File: src/rtl/sensor_cmd_pkg.sv
// sensor_cmd_pkg: command/reply codes, FSM state encoding and reply helpers for sensor_req_scheduler
package sensor_cmd_pkg;
  localparam logic [7:0] CMD_STATUS = 8'h03;
  localparam logic [7:0] CMD_TEMP   = 8'h04;
  localparam logic [7:0] CMD_HUM    = 8'h05;
  localparam logic [7:0] RSP_OK     = 8'h08;
  localparam logic [7:0] RSP_TEMP   = 8'h09;
  localparam logic [7:0] RSP_HUM    = 8'h0A;
  localparam logic [7:0] RSP_FAULT  = 8'h1F;
  localparam logic [7:0] RSP_BADCMD = 8'hFF;
  localparam int TIMER_W = 26;
  localparam logic [2:0] ST_IDLE      = 3'd0;
  localparam logic [2:0] ST_GET_CMD   = 3'd1;
  localparam logic [2:0] ST_START     = 3'd2;
  localparam logic [2:0] ST_WAIT      = 3'd3;
  localparam logic [2:0] ST_EVAL      = 3'd4;
  localparam logic [2:0] ST_SEND_CODE = 3'd5;
  localparam logic [2:0] ST_SEND_VAL  = 3'd6;
  typedef struct packed {
    logic [7:0] code;
    logic [7:0] val;
  } reply_t;
  function automatic logic is_cmd(input logic [7:0] c);
    return c == CMD_STATUS || c == CMD_TEMP || c == CMD_HUM;
  endfunction
  // Reply for a completed read; only called with a command that passed is_cmd
  function automatic reply_t reply_for(input logic [7:0] c, input logic [7:0] temp, input logic [7:0] hum);
    reply_t r;
    r.code = c == CMD_STATUS ? RSP_OK : c == CMD_TEMP ? RSP_TEMP : RSP_HUM;
    r.val  = c == CMD_STATUS ? 8'h00 : c == CMD_TEMP ? temp : hum;
    return r;
  endfunction
  function automatic logic [7:0] crc_sum(input logic [7:0] a, input logic [7:0] b, input logic [7:0] c, input logic [7:0] d);
    return a + b + c + d;
  endfunction
endpackage

File: src/rtl/sched_timer.sv
// sched_timer: clearable saturating cycle counter that flags when it reaches LIMIT
module sched_timer #(
  parameter int unsigned W     = 26,
  parameter int unsigned LIMIT = 1
) (
  input  logic clock_i,
  input  logic reset_i,
  input  logic clr_i,
  input  logic en_i,
  output logic hit_o
);
  localparam logic [W-1:0] LIM = W'(LIMIT);
  logic [W-1:0] cnt_q, cnt_d;
  assign hit_o = cnt_q == LIM;
  // Count while enabled, hold at the limit, restart from zero on clear
  always_comb cnt_d = clr_i ? '0 : (en_i && !hit_o) ? cnt_q + W'(1) : cnt_q;
  // Counter register
  always_ff @(posedge clock_i or posedge reset_i)
    if (reset_i) cnt_q <= '0;
    else cnt_q <= cnt_d;
endmodule

File: src/rtl/sensor_req_scheduler.sv
// sensor_req_scheduler: frames host requests from UART rx, runs one sensor read, streams a 2-byte reply to UART tx.
// Optional CRC_CHECK_EN: reject sensor data whose crc byte is not the mod-256 sum of the four data bytes.
module sensor_req_scheduler
  import sensor_cmd_pkg::*;
#(
  parameter logic [7:0]  SENSOR_ADDR    = 8'h01,
  parameter int unsigned FRAME_TIMEOUT  = 5_000_000,
  parameter int unsigned SENSOR_TIMEOUT = 50_000_000
) (
  input  logic       clock_i,
  input  logic       reset_i,
  input  logic       rx_valid_i,
  input  logic [7:0] rx_byte_i,
  input  logic       tx_ready_i,
  output logic       tx_valid_o,
  output logic [7:0] tx_byte_o,
  output logic       sensor_start_o,
  input  logic       sensor_done_i,
  input  logic       sensor_error_i,
  input  logic [7:0] hum_int_i,
  input  logic [7:0] hum_float_i,
  input  logic [7:0] temp_int_i,
  input  logic [7:0] temp_float_i,
  input  logic [7:0] crc_i,
  output logic       busy_o,
  output logic       drop_o
);
  logic [2:0] state_q, state_d;
  logic [7:0] cmd_q, cmd_d, code_q, code_d, val_q, val_d;
  logic [7:0] hum_q, temp_q;
  logic       start_q, drop_q;
  logic       frame_hit, sensor_hit, crc_bad, tmr_clr;
  reply_t     eval_rsp;

  assign tmr_clr        = state_d != state_q;
  assign busy_o         = state_q != ST_IDLE;
  assign tx_valid_o     = state_q == ST_SEND_CODE || state_q == ST_SEND_VAL;
  assign tx_byte_o      = state_q == ST_SEND_CODE ? code_q : state_q == ST_SEND_VAL ? val_q : 8'h00;
  assign sensor_start_o = start_q;
  assign drop_o         = drop_q;
  assign eval_rsp       = reply_for(cmd_q, temp_q, hum_q);

  sched_timer #(.W(TIMER_W), .LIMIT(FRAME_TIMEOUT)) u_frame_tmr (
    .clock_i(clock_i), .reset_i(reset_i), .clr_i(tmr_clr),
    .en_i(state_q == ST_GET_CMD), .hit_o(frame_hit)
  );
  sched_timer #(.W(TIMER_W), .LIMIT(SENSOR_TIMEOUT)) u_sensor_tmr (
    .clock_i(clock_i), .reset_i(reset_i), .clr_i(tmr_clr),
    .en_i(state_q == ST_WAIT), .hit_o(sensor_hit)
  );

`ifdef CRC_CHECK_EN
  logic [7:0] hum_f_q, temp_f_q, crc_q;
  assign crc_bad = crc_q != crc_sum(hum_q, hum_f_q, temp_q, temp_f_q);
  // Capture the extra bytes needed for the checksum alongside the reply data
  always_ff @(posedge clock_i or posedge reset_i)
    if (reset_i) begin
      hum_f_q  <= '0;
      temp_f_q <= '0;
      crc_q    <= '0;
    end else if (state_q == ST_WAIT && sensor_done_i) begin
      hum_f_q  <= hum_float_i;
      temp_f_q <= temp_float_i;
      crc_q    <= crc_i;
    end
`else
  logic unused_data;
  assign unused_data = ^{hum_float_i, temp_float_i, crc_i};
  assign crc_bad     = 1'b0;
`endif

  // Next-state and reply selection
  always_comb begin
    state_d = state_q;
    cmd_d   = cmd_q;
    code_d  = code_q;
    val_d   = val_q;
    case (state_q)
      ST_IDLE:
        if (rx_valid_i && rx_byte_i == SENSOR_ADDR) state_d = ST_GET_CMD;
      ST_GET_CMD:
        if (rx_valid_i) begin
          cmd_d   = rx_byte_i;
          state_d = is_cmd(rx_byte_i) ? ST_START : ST_SEND_CODE;
          code_d  = RSP_BADCMD;
          val_d   = 8'h00;
        end else if (frame_hit) state_d = ST_IDLE;
      ST_START:
        state_d = ST_WAIT;
      ST_WAIT:
        if (sensor_done_i) state_d = ST_EVAL;
        else if (sensor_error_i || sensor_hit) begin
          state_d = ST_SEND_CODE;
          code_d  = RSP_FAULT;
          val_d   = 8'h00;
        end
      ST_EVAL: begin
        state_d = ST_SEND_CODE;
        code_d  = crc_bad ? RSP_FAULT : eval_rsp.code;
        val_d   = crc_bad ? 8'h00 : eval_rsp.val;
      end
      ST_SEND_CODE:
        if (tx_ready_i) state_d = ST_SEND_VAL;
      ST_SEND_VAL:
        if (tx_ready_i) state_d = ST_IDLE;
      default:
        state_d = ST_IDLE;
    endcase
  end

  // FSM, reply registers and one-cycle strobes
  always_ff @(posedge clock_i or posedge reset_i)
    if (reset_i) begin
      state_q <= ST_IDLE;
      cmd_q   <= '0;
      code_q  <= '0;
      val_q   <= '0;
      start_q <= 1'b0;
      drop_q  <= 1'b0;
    end else begin
      state_q <= state_d;
      cmd_q   <= cmd_d;
      code_q  <= code_d;
      val_q   <= val_d;
      start_q <= state_q == ST_START;
      drop_q  <= rx_valid_i && state_q != ST_IDLE && state_q != ST_GET_CMD;
    end

  // Sensor data is sampled only on the done strobe of the request in flight
  always_ff @(posedge clock_i or posedge reset_i)
    if (reset_i) begin
      hum_q  <= '0;
      temp_q <= '0;
    end else if (state_q == ST_WAIT && sensor_done_i) begin
      hum_q  <= hum_int_i;
      temp_q <= temp_int_i;
    end
endmodule
File: config.mk
export PLATFORM = sky130hd
export DESIGN_NAME = sensor_req_scheduler
export DESIGN_NICKNAME = d
export VERILOG_FILES = /design/src/rtl/sensor_cmd_pkg.sv /design/src/rtl/sched_timer.sv /design/src/rtl/sensor_req_scheduler.sv
export SDC_FILE = /design/constraint.sdc
export NUM_CORES = 1
export LEC_CHECK = 0
export BUFFER_PORTS_ARGS = -buffer_cell sky130_fd_sc_hd__clkbuf_2
export CAP_MARGIN = 20
export CORE_MARGIN = 2
export CORE_UTILIZATION = 45
export DETAILED_ROUTE_END_ITERATION = 7
export GPL_TIMING_DRIVEN = 1
export SYNTH_ARGS = -nofsm -noshare
export SYNTH_HDL_FRONTEND = slang
export SYNTH_HIERARCHICAL = 1
export SYNTH_SLANG_ARGS = --single-unit
File: constraint.sdc
create_clock -name clock_i -period 3.4 [get_ports clock_i]
set_input_delay 0.17 -clock clock_i [delete_from_list [all_inputs] [get_ports clock_i]]
set_output_delay 0.17 -clock clock_i [all_outputs]
set_load 0.02 [all_outputs]
==> impl_metrics.yaml <==
outcome:
  status: "completed"
synth:
  ys_warn_count: 6
  ys_ff_latch: 94
  synth_top_cell_area_share_pct: 47.4
  syn_nets: 553
  synth_common_cells: "dfrtp_1 (94), nand2_1 (48), nor2_1 (42)"
  synth.area.top_cells: "dfrtp_1 (47%), mux2_2 (3.9%), nand2_1 (3.6%)"
  synth_top_flop_cell: "dfrtp_1"
  synthArstFlopShare_pct: 100
  synth.distinct_cells: 66
  yosysTopAreaCell: "dfrtp_1"
  synth-edff-count: 0
  avgSynthCellArea_um2: 10.0
  syn_area_um2: 4960
  synth.most_common_cell: "dfrtp_1"
  yosysSeqAreaShare_pct: 47.4
  synth_cells: 495
global_routing:
  grtUsageTotal_pct: 18.8
  grt_max_degree: 43
  grt_pass1_vias: 3686
  grt_pass1_wl_um: 17700
  antenna_found_initial: 0
  overflow: 0
worst_setup_path:
  cp_max_fo: 34
  cp_data_arrival_time_ps: 3320
  cpMostUsedCell: "nor2_1"
  slowest_delay_ps: 540
  crit_family: "simple AND/OR/NAND/NOR gates"
  crit_slowest_cell: "or4_1"
  critPathBufInv: 2
  required_ps: 3640
  end_kind: "flip-flop"
  critPathLaunchType: "flip-flop"
  crit_path_start: "u_sensor_tmr/cnt_q[3]"
  crit_chain: "or4_1 -> or4_4 -> nor2_1 -> or3_1 -> o21ai_0 -> o221a_2 -> mux2i_4 -> buf_12 -> buf_4 -> nor2_1"
  r2r_start: "u_sensor_tmr/cnt_q[3]"
  criticalPathCategory: "reg2reg"
placement:
  place_hpwl_um: 7170
  gp_congestion: 0.779
  dp_worst_setup_slack_ps: 342
  placement.io_buffers: 41
  dpl.cell_count: 655
  placed_cell_area_um2: 5290
detailed_routing:
  antenna_left: 0
  drc: 0
  drtPass1Iterations: 4
  wl_per_cell_um: 15.4
  vias: 3807
  wirelength_um: 10400
  drt_iter0_markers: 179
  viasPerCell: 5.64
floorplanning:
  start_util_pct: 46.0
  num_rows: 38
  io_pins: 66
  die-area_um2: 11900
  dieWidth_um: 109
  core-area_um2: 10800
  die_h_um: 109
finish:
  fin_util_pct: 51.4
  final_area_um2: 5550
  fin_cells: 675
  n_antenna_cell: 0
  finalNetCount: 588
  layout-drive-gt1-share_pct: 19.3
  n_fill_cell: 982
  syn_to_final_growth_pct: 11.8
timing:
  finalHoldViolCount: 0
  worstMarginPinSlew_ps: 870
  whs_ps: 20.4
  max_freq_ghz: 0.325
  layout_setup_ws_ps: 327
  maxSlewViolCount: 0
  setup_viol: 0
  fin_crit_sh_pct: 90.4
  finalCriticalPeriod_ps: 3070
  maxSlewHeadroom_pct: 41.9
  finClkSkew_ps: 13.5
  fin_tns_setup_ps: 0
  rsz0062_at_grt: "false"
hold_path:
  min_from: "hum_int_i[0]"
  holdCritPathClass: "in2reg"
clock_network:
  clock_latency_ps: 370
  postCtsSetupBuffers: 0
  cts_resized: 0
  clk_path_buf_depth: 2
  cts.sinks: 94
  root_buffer: "clkbuf_8"
  ctsHoldBuffers: 2
  cts_tree: "done"
  h-tree-depth: 3
  path_clk_slew_ps: 110
  cts_buffers: 9
power_and_ir_drop:
  p_total_mw: 3.48
  powerDensity_nw_per_um2: 626
  power_leakage_nw: 2.36
  ir_drop_mv: 0.390
job:
  max_cap_violations: 0
==> path summary, 6_finish.rpt <==
check,cells past startpoint,slack [ps],endpoint
min in group asynchronous,3,280,u_frame_tmr/cnt_q[2]
worst max register to register,10,330,u_sensor_tmr/cnt_q[17]
worst max-delay path,10,330,u_sensor_tmr/cnt_q[17]
worst min register to register,2,490,cmd_q[7]
max in group asynchronous,4,2520,hum_q[3]
worst min-delay path,2,20,hum_q[0]
==> cells in the final DEF, fill, tap and decap left out, drive strengths merged, types with 2 or more instances in the layout <==
| cell type | count |
|---|---|
| or2 | 2 |
| ha | 4 |
| o2bb2ai | 8 |
| clkbuf | 50 |
| or3 | 9 |
| nand3 | 17 |
| xor2 | 16 |
| buf | 9 |
| or4 | 13 |
| o21a | 2 |
| nor4bb | 2 |
| nor2 | 43 |
| o21ai | 18 |
| dfrtp | 94 |
| nor3b | 2 |
| a22oi | 5 |
| a21boi | 7 |
| inv | 21 |
| nor4 | 8 |
| nand2b | 3 |
| nor2b | 11 |
| nand3b | 2 |
| a21o | 2 |
| nand2 | 48 |
| nor3 | 8 |
| dlygate4sd3 | 2 |
| and2 | 3 |
| o31ai | 9 |
| mux2 | 21 |
| nor4b | 2 |
| and4 | 6 |
| mux2i | 12 |
| a21oi | 22 |
| xnor2 | 11 |
| and3 | 8 |
| nand4 | 21 |
==> registers in the layout, indices dropped and copies added, names as in the netlist <==
signal,flops
hum_q,8
cmd_q,8
drop_o,1
u_frame_tmr/cnt_q,26
sensor_start_o,1
temp_q,8
code_q,5
val_q,8
u_sensor_tmr/cnt_q,26
state_q,3
==> metal layers <==
metal / track usage (%) / share of wire (%) / up-vias
li1: - / - / 1846
met1: 26.1 / 49 / 1881
met2: 29.3 / 46 / 67
met3: 2.87 / 3.4 / 13
met4: 8.24 / 1.8 / 0
met5: 0 / 0 / -
==> cell type report <==
type	count	area [µm²]	share of cell area [%]
well taps	140	175	3.16
flip-flops and latches	94	2350	42.4
multi-input cells	357	2430	43.8
clock inverters	7	62.6	1.13
repair buffers	52	345	6.22
inverters	16	60.1	1.08
clock buffers	9	124	2.23
==> worst reg2reg max path: stages, from the launching register on <==
cell and delay, ps:
dfrtp_1 450, or4_1 540, or4_4 480, nor2_1 160, or3_1 150, o21ai_0 100, o221a_2 290, mux2i_4 160
buf_12 210, buf_4 320, nor2_1 100
==> logic make-up (layout without fill, tap and decap cells) <==
family	Yosys count	count (layout)	synth area share [%]
xor+xnor	27	27	4.77
buf+inv	44	84	4.01
mux	33	33	7.19
simple gates	214	214	24.7
compound gates	79	79	10.9
flops	94	94	47.4
fa+ha+maj	4	4	1.01
==> power breakdown <==
part / total (mW) / switching, mW / leakage, nW / internal [mW]
combinational: 1.29 / 0.769 / 1.02 / 0.519
sequential: 1.47 / 0.136 / 1.25 / 1.33
clock: 0.718 / 0.435 / 0.0931 / 0.283
total: 3.48 / 1.34 / 2.36 / 2.14
(Power assumes the default switching activity.)
